===== src/rtl/regfile_pkg.sv =====
// Shared defaults and types for the general register bank.
package regfile_pkg;

    localparam int DATA_W_DEF   = 16;
    localparam int NUM_REGS_DEF = 8;
    localparam int ADDR_W_DEF   = $clog2(NUM_REGS_DEF);

    typedef logic [ADDR_W_DEF-1:0] reg_idx_t;
    typedef logic [DATA_W_DEF-1:0] word_t;

    localparam word_t PC_RESET_DEF = 16'h0002;

endpackage


===== src/rtl/regfile_pc_if.sv =====
// Register bank access bus between the control FSM (master) and the bank (slave).
interface regfile_pc_if #(
    parameter int DATA_W = 16,
    parameter int ADDR_W = 3
);
    logic              WrEn;
    logic [ADDR_W-1:0] WrAddr;
    logic [DATA_W-1:0] WrData;
    logic [ADDR_W-1:0] RdAddrA;
    logic [DATA_W-1:0] RdDataA;
    logic [ADDR_W-1:0] RdAddrB;
    logic [DATA_W-1:0] RdDataB;
    logic              IncrPC;
    logic [DATA_W-1:0] PC;
    logic              PCWrap;

    modport master (
        output WrEn, WrAddr, WrData, RdAddrA, RdAddrB, IncrPC,
        input  RdDataA, RdDataB, PC, PCWrap
    );

    modport slave (
        input  WrEn, WrAddr, WrData, RdAddrA, RdAddrB, IncrPC,
        output RdDataA, RdDataB, PC, PCWrap
    );
endinterface


===== src/rtl/regfile_pc_reg_cell.sv =====
// Single enabled register with a configurable reset value.
module reg_cell #(
    parameter int           W         = 16,
    parameter logic [W-1:0] RESET_VAL = '0
) (
    input  logic         Clock_i,
    input  logic         Reset_i,
    input  logic         En_i,
    input  logic [W-1:0] D_i,
    output logic [W-1:0] Q_o
);
    // Power-up value matches the reset value so behaviour before the first reset is defined.
    logic [W-1:0] q_q = RESET_VAL;

    // Reset has priority over the load enable.
    always_ff @(posedge Clock_i) begin
        if (Reset_i) begin
            q_q <= RESET_VAL;
        end else if (En_i) begin
            q_q <= D_i;
        end
    end

    assign Q_o = q_q;
endmodule


===== src/rtl/regfile_pc.sv =====
// General register bank: two async read ports, one write port, one register doubling as PC.
module regfile_pc
    import regfile_pkg::*;
#(
    parameter int                DATA_W   = DATA_W_DEF,
    parameter int                NUM_REGS = NUM_REGS_DEF,
    parameter int                ADDR_W   = $clog2(NUM_REGS),
    parameter int                PC_INDEX = NUM_REGS - 1,
    parameter logic [DATA_W-1:0] PC_RESET = PC_RESET_DEF,
    parameter int                BYPASS   = 0
) (
    input  logic         Clock_i,
    input  logic         Reset_i,
    regfile_pc_if.slave  bus
);
    logic [DATA_W-1:0] regs_q [NUM_REGS];
    logic [DATA_W-1:0] pc_q;
    logic [DATA_W-1:0] pc_d;
    logic              pc_wr;
    logic              pc_wrap_d;
    logic              pc_wrap_q = 1'b0;
    logic [DATA_W-1:0] rd_a_d;
    logic [DATA_W-1:0] rd_b_d;

    assign pc_q  = regs_q[PC_INDEX];
    // An explicit write to the PC slot beats the increment.
    assign pc_wr = bus.WrEn && (bus.WrAddr == ADDR_W'(PC_INDEX));
    assign pc_d  = pc_wr ? bus.WrData : pc_q + DATA_W'(1);

    for (genvar i = 0; i < NUM_REGS; i++) begin : g_reg
        logic              cell_en;
        logic [DATA_W-1:0] cell_d;

        if (i == PC_INDEX) begin : g_pc
            assign cell_en = pc_wr || bus.IncrPC;
            assign cell_d  = pc_d;
            reg_cell #(.W(DATA_W), .RESET_VAL(PC_RESET)) u_cell (
                .Clock_i (Clock_i),
                .Reset_i (Reset_i),
                .En_i    (cell_en),
                .D_i     (cell_d),
                .Q_o     (regs_q[i])
            );
        end else begin : g_gp
            assign cell_en = bus.WrEn && (bus.WrAddr == ADDR_W'(i));
            assign cell_d  = bus.WrData;
            reg_cell #(.W(DATA_W), .RESET_VAL('0)) u_cell (
                .Clock_i (Clock_i),
                .Reset_i (Reset_i),
                .En_i    (cell_en),
                .D_i     (cell_d),
                .Q_o     (regs_q[i])
            );
        end
    end

    // Wrap flag only when a real increment carries the PC out of all-ones.
    assign pc_wrap_d = bus.IncrPC && !pc_wr && (pc_q == '1);

    // Registered one-cycle wrap indication.
    always_ff @(posedge Clock_i) begin
        if (Reset_i) begin
            pc_wrap_q <= 1'b0;
        end else begin
            pc_wrap_q <= pc_wrap_d;
        end
    end

    // Async read ports; optional write-through forwarding, never of the increment result.
    always_comb begin
        rd_a_d = regs_q[bus.RdAddrA];
        rd_b_d = regs_q[bus.RdAddrB];
        if ((BYPASS != 0) && bus.WrEn && !Reset_i) begin
            if (bus.RdAddrA == bus.WrAddr) rd_a_d = bus.WrData;
            if (bus.RdAddrB == bus.WrAddr) rd_b_d = bus.WrData;
        end
    end

    assign bus.RdDataA = rd_a_d;
    assign bus.RdDataB = rd_b_d;
    assign bus.PC      = pc_q;
    assign bus.PCWrap  = pc_wrap_q;
endmodule


===== src/flat_wrapper.sv =====
// flat-port wrapper written by rule: the top's interface ports become plain ports
module regfile_pc_flat import regfile_pkg::*;
#(
    parameter int                DATA_W   = DATA_W_DEF,
    parameter int                NUM_REGS = NUM_REGS_DEF,
    parameter int                ADDR_W   = $clog2(NUM_REGS),
    parameter int                PC_INDEX = NUM_REGS - 1,
    parameter logic [DATA_W-1:0] PC_RESET = PC_RESET_DEF,
    parameter int                BYPASS   = 0
)
  (Clock_i, Reset_i, bus_WrEn, bus_WrAddr, bus_WrData, bus_RdAddrA, bus_RdAddrB, bus_IncrPC, bus_RdDataA, bus_RdDataB, bus_PC, bus_PCWrap);
  regfile_pc_if #(.DATA_W(DATA_W), .ADDR_W(ADDR_W)) bus_i ();
  input  logic Clock_i;
  input  logic Reset_i;
  input wire logic [$bits(bus_i.WrEn)-1:0] bus_WrEn;
  input wire logic [$bits(bus_i.WrAddr)-1:0] bus_WrAddr;
  input wire logic [$bits(bus_i.WrData)-1:0] bus_WrData;
  input wire logic [$bits(bus_i.RdAddrA)-1:0] bus_RdAddrA;
  input wire logic [$bits(bus_i.RdAddrB)-1:0] bus_RdAddrB;
  input wire logic [$bits(bus_i.IncrPC)-1:0] bus_IncrPC;
  output wire logic [$bits(bus_i.RdDataA)-1:0] bus_RdDataA;
  output wire logic [$bits(bus_i.RdDataB)-1:0] bus_RdDataB;
  output wire logic [$bits(bus_i.PC)-1:0] bus_PC;
  output wire logic [$bits(bus_i.PCWrap)-1:0] bus_PCWrap;
  assign bus_i.WrEn = bus_WrEn;
  assign bus_i.WrAddr = bus_WrAddr;
  assign bus_i.WrData = bus_WrData;
  assign bus_i.RdAddrA = bus_RdAddrA;
  assign bus_i.RdAddrB = bus_RdAddrB;
  assign bus_i.IncrPC = bus_IncrPC;
  assign bus_RdDataA = bus_i.RdDataA;
  assign bus_RdDataB = bus_i.RdDataB;
  assign bus_PC = bus_i.PC;
  assign bus_PCWrap = bus_i.PCWrap;
  regfile_pc #(.DATA_W(DATA_W), .NUM_REGS(NUM_REGS), .ADDR_W(ADDR_W), .PC_INDEX(PC_INDEX), .PC_RESET(PC_RESET), .BYPASS(BYPASS)) u_core (.Clock_i(Clock_i), .Reset_i(Reset_i), .bus(bus_i));
endmodule

===== config.mk =====
export PLATFORM = sky130hd
export DESIGN_NAME = regfile_pc_flat
export DESIGN_NICKNAME = d
export VERILOG_FILES = /design/src/rtl/regfile_pkg.sv /design/src/rtl/regfile_pc_if.sv /design/src/rtl/regfile_pc_reg_cell.sv /design/src/rtl/regfile_pc.sv /design/src/flat_wrapper.sv
export SDC_FILE = /design/constraint.sdc
export NUM_CORES = 1
export LEC_CHECK = 0
export BUFFER_PORTS_ARGS = -buffer_cell sky130_fd_sc_hd__buf_4
export CORE_MARGIN = 5
export CORE_UTILIZATION = 40
export DETAILED_ROUTE_END_ITERATION = 6
export GPL_TIMING_DRIVEN = 1
export PLACE_DENSITY_LB_ADDON = 0.1
export SKIP_CTS_REPAIR_TIMING = 1
export SYNTH_ARGS = -nofsm -noshare
export SYNTH_HDL_FRONTEND = slang
export SYNTH_HIERARCHICAL = 1
export SYNTH_SLANG_ARGS = --single-unit

===== constraint.sdc =====
create_clock -name Clock_i -period 2.8 [get_ports Clock_i]
set_clock_uncertainty 0.15 [all_clocks]
set_input_delay 0.56 -clock Clock_i [delete_from_list [all_inputs] [get_ports Clock_i]]
set_output_delay 0.56 -clock Clock_i [all_outputs]
set_load 0.01 [all_outputs]

### Word-level counts from Yosys, hierarchy flattened

Index checks and enable logic that the tools add are counted.

* flip-flop bits (word level): 129
* bits in latches: 0
* bits in writable memories: 0
* ROM bits: 0
* logic and storage cells: 42
* memories kept: 0

* add/subtract/negate cells: 1
* $mul: 0
* div/mod/pow operators: 0
* $lt $le $gt $ge: 2
* equality and inequality tests: 8
* shift-type cells: 0
* multiplexer cells: 7
* bitwise operators: 2
* reductions and logical operators: 13

Operators with widths (number)
* binary-select mux 16 bit (select 3 bit): 2
* two-way mux 16 bit: 5
* adder 16 x 1 -> 16 bit (second input constant): 1
* == test 16 bit (second input constant): 1
* == test 3 bit (second input constant): 4
* logical AND 1 bit: 10
* >= comparator 4 bit (second input constant): 2
* NOT 3 -> 4 bit: 2
* == test 3 x 2 -> 1 bit (second input constant): 2
* == test 3 x 1 -> 1 bit (second input constant): 1
* zero test 3 bit: 1
* zero test 1 bit: 1
* logical OR 1 bit: 1

### Depth between registers and ports, before layout

* word-level depth: 5
* mapped depth: 7
* mapped depth without buffers: 7

### By module

The synthesis kept the hierarchy.

Modules (own cells, without submodules)
* reg_cell (u_core.g_reg[0].g_gp.u_cell ...): times used 7, cells an instance 52, area an instance 580.6 µm²
* regfile_pc: times used 1, cells an instance 207, area an instance 2731.4 µm²
* reg_cell (u_core.g_reg[7].g_pc.u_cell): times used 1, cells an instance 52, area an instance 581.8 µm²

### Least setup slack after synthesis

OpenSTA, ideal clock, no wires.

* kind: input to output
* start point: in bus_RdAddrA[0]
* end point: out bus_RdDataA[1]
* data arrival time: 1.638 ns
* required time: 2.090 ns
* slack: 0.452 ns
* cell stages on the path: 4
* path buffers: 2
* cells stage by stage: buf_6 -> buf_6 -> mux4_1 -> mux2_2

* longest elaborated chain between the ends: 4

RTL lines
* from (decl): RTL line flat_wrapper.sv:18 `input wire logic [$bits(bus_i.RdAddrA)-1:0] bus_RdAddrA;`
* NOT 3 -> 4 bit (not written as such): RTL line regfile_pc.sv:71 `rd_a_d = regs_q[bus.RdAddrA];`
* binary-select mux 16 bit (select 3 bit): RTL line regfile_pc.sv:71
* two-way mux 16 bit (not written as such) (2 in a row): RTL line regfile_pc.sv:71
* to (decl): RTL line flat_wrapper.sv:21 `output wire logic [$bits(bus_i.RdDataA)-1:0] bus_RdDataA;`

Every way passes these cells. The select of a mux whose other input is x is not followed.

### Final worst setup path

* start point: in bus_RdAddrA[0]
* end point: out bus_RdDataA[2]

The elaborated chain is that of the path after synthesis.

==> run metrics <==
Clock Latency Late Sink=0.42 ns; GR Util All Layers=0.200; # H-tree levels=4; Die Wd=146 um; register area=2580 um^2; Crit path largest cell delay=0.60 ns; multi-input logic area=4270 um^2; Worst Slack Setup Final=approximately 0.12 ns; Area after DPL=8010 um^2; minimum clock period=2.68 ns; Routed WL=21,100 um; hpwl dp=14,600 um; # IOs=78; global-route wire length before repair=32,500 um; sequential-to-total area share from yosys stat=0.350; CTS Sinks=129; Slew Viols, Final=0; f_max=0.373 GHz; synthesized area=7380 um^2; Overall Power=4.90 mW; # setup viols final=0; Routed Antenna Nets=0; total grt overflow=0; Worst Hold Class=input pin to flop; unrepaired setup endpoints after global routing=no; Place WS=0.127 ns; root buffer cell=clkbuf_16; synthesized instance count=623; reg2reg start=u_core/g_reg[7].g_pc.u_cell/Q_o[2]$_SDFFE_PP0P_; IO buf count=77; maximum clock path buffer count=2; Worst setup endpoint=bus_RdDataA[2]; layout cells sized above 1=0.272; crit end category=output pin; critical path depth=5; Crit. Startpoint=bus_RdAddrA[0]; 1st-iter DRT viols=~380; drt wl/cell=between 20 and 25 um; vias in the first global route=5,285; Synth area leader=dfxtp_1; FF-to-FF setup slack=~0.74 ns; Rows=49; share of the synthesized area in the top cell type=0.350; Nets=slightly above 700; Synth cell types=31; Slew headroom=0.662; Area growth, synth to finish=17.5%; Syn Area/Cell=between 10 and 15 um^2; Ant. Diodes=0; number of buffer and inverter stages on the critical path=3; Via density=5.66; worst-path cell chain=buf_4, buf_12, mux4_1, mux2_2, buf_4; Core Util, Final=0.479; WP data arrival=1.97 ns; number of CTS-inserted buffers=17; drt drc=0; CP required=~2.1 ns; CP max-delay cell=mux4_1; family with the most delay on the worst path=multiplexers; outcome=finished clean; hold_ws=0.303 ns; drt pass-1 iters=5; area of the die=21,300 um^2; most used cell, CP=buf_4; CP Launch Type=input pin; Pleak=3.51 nW; die height=146 um; Final Cycle Share=0.957; CTS clk-pin slew, worst paths=0.06 ns; Core ar.=18,100 um^2; Final GP Congestion=0.786; TNS Setup=0 ns; PwrDens=565 nW/um^2; Initial Util=0.408; worst setup path category=input pin to output pin; largest fanout on the critical path=9; largest net degree at the start of global routing=67; Worst R2R Path Depth=6; Layout Cells excl Fill=around 930; VDD IR max=between 400 and 500 uV; Synth Register Bits=129; routed vias=5,291; antenna violations before repair=0; FILL cells=between 1,500 and 2,000; CTS tree=built; Slew @ Worst Pin=~0.51 ns; dpl cells=902; Synth area leaders=dfxtp_1 35%, mux2i_1 17%, mux4_1 17%; post-route cell area=approximately 8700 um^2; MaxCap Viol Count=0; Synth Warn #=6; reg2reg end=u_core/g_reg[7].g_pc.u_cell/Q_o[15]$_SDFFE_PP0P_; Final Hold Viols=0; syn nets=653
==> power breakdown <==
part / switching (mW) / internal [mW] / total [mW]
clock network: 0.824 / 1.65 / 2.47
logic: 0.256 / 0.241 / 0.497
registers: 0.0531 / 1.88 / 1.93
total: 1.13 / 3.77 / 4.90
==> area by class of cell <==
| class | instances | share of cell area |
|---|---|---|
| multi-input cells | 438 | 0.493 |
| flip-flops and latches | 129 | 0.298 |
| well taps | 229 | 0.0331 |
| clock inverters | 10 | 0.0208 |
| clock buffers | 22 | 0.0547 |
| inverters | 3 | 0.00130 |
| repair buffers | 103 | 0.0993 |
==> how the worst min path moves through the flow <==
stage / from / end / slack (ns) / cells past startpoint
floorplan: u_core/g_reg[1].g_gp.u_cell/Q_o[1]$_SDFFE_PP0P_ / u_core/g_reg[1].g_gp.u_cell/Q_o[1]$_SDFFE_PP0P_ / 0.32 / 2
global route: bus_WrData[14] / u_core/g_reg[2].g_gp.u_cell/Q_o[14]$_SDFFE_PP0P_ / 0.31 / 3
detailed placement: u_core/g_reg[5].g_gp.u_cell/Q_o[6]$_SDFFE_PP0P_ / u_core/g_reg[5].g_gp.u_cell/Q_o[6]$_SDFFE_PP0P_ / 0.35 / 2
CTS: bus_WrData[9] / u_core/g_reg[5].g_gp.u_cell/Q_o[9]$_SDFFE_PP0P_ / 0.29 / 3
global placement: u_core/g_reg[5].g_gp.u_cell/Q_o[4]$_SDFFE_PP0P_ / u_core/g_reg[5].g_gp.u_cell/Q_o[4]$_SDFFE_PP0P_ / 0.34 / 2
finish: bus_WrData[14] / u_core/g_reg[6].g_gp.u_cell/Q_o[14]$_SDFFE_PP0P_ / 0.30 / 3
==> cells in the mapped netlist <==
library cell,instances
nor4_1,2
and4_1,1
nand4_1,3
mux4_1,48
dfxtp_1,129
nor4_2,1
xor2_1,1
nand4_4,1
a21oi_1,15
inv_1,3
buf_4,1
clkbuf_1,6
clkbuf_8,7
nand3_1,4
buf_2,8
ha_1,1
buf_6,16
nor3_1,6
mux2i_1,127
a211o_1,1
nand2b_1,4
nor2b_1,1
xnor2_1,13
mux2_2,33
nand3_2,1
mux4_2,14
mux4_4,2
nand2_1,6
buf_12,8
nor2_1,153
buf_1,7
==> cell families after synthesis <==
family,count (synthesis),share of synthesized area
mux,224,0.443
simple gates,183,0.103
flops,129,0.350
buf+inv,56,0.0738
compound gates,16,0.0114
xor+xnor,14,0.0166
fa+ha+maj,1,0.00170
==> sequential cells by signal (all words and copies together) (netlist names) <==
| signal | cells |
|---|---|
| u_core/bus.PCWrap | 1 |
| u_core/g.g_pc.u_cell/Q_o | 16 |
| u_core/g.g_gp.u_cell/Q_o | 112 |
==> layer usage <==
metal	routed length (um)	vias up	track usage
li1	-	2433	-
met1	9490	2653	0.260
met2	10100	175	0.322
met3	1050	30	0.0536
met4	510	0	0.0717
met5	0	-	0
==> cell usage in the layout, fill, tap and decap left out, types with 3 or more instances in the layout <==
master / synthesis / final
a21oi_1: 15 / 15
buf_12: 8 / 7
buf_4: 1 / 96
bufinv_16: 0 / 5
clkbuf_16: 0 / 17
clkbuf_8: 7 / 3
clkinv_2: 0 / 3
dfxtp_1: 129 / 129
inv_1: 3 / 3
mux2_2: 33 / 33
mux2i_1: 127 / 127
mux4_1: 48 / 48
mux4_2: 14 / 14
nand2_1: 6 / 6
nand2b_1: 4 / 4
nand3_1: 4 / 4
nand4_1: 3 / 3
nor2_1: 153 / 148
nor2_2: 0 / 5
nor3_1: 6 / 4
xnor2_1: 13 / 13
==> worst register-to-register path: stages, from the launching register on <==
cell,delay [ns]
dfxtp_1,0.55
nand4_1,0.41
nor4_2,0.38
xnor2_1,0.16
a21oi_1,0.08
mux2i_1,0.14
nor2_1,0.06
No activity file was read; power rests on OpenSTA's default activity.
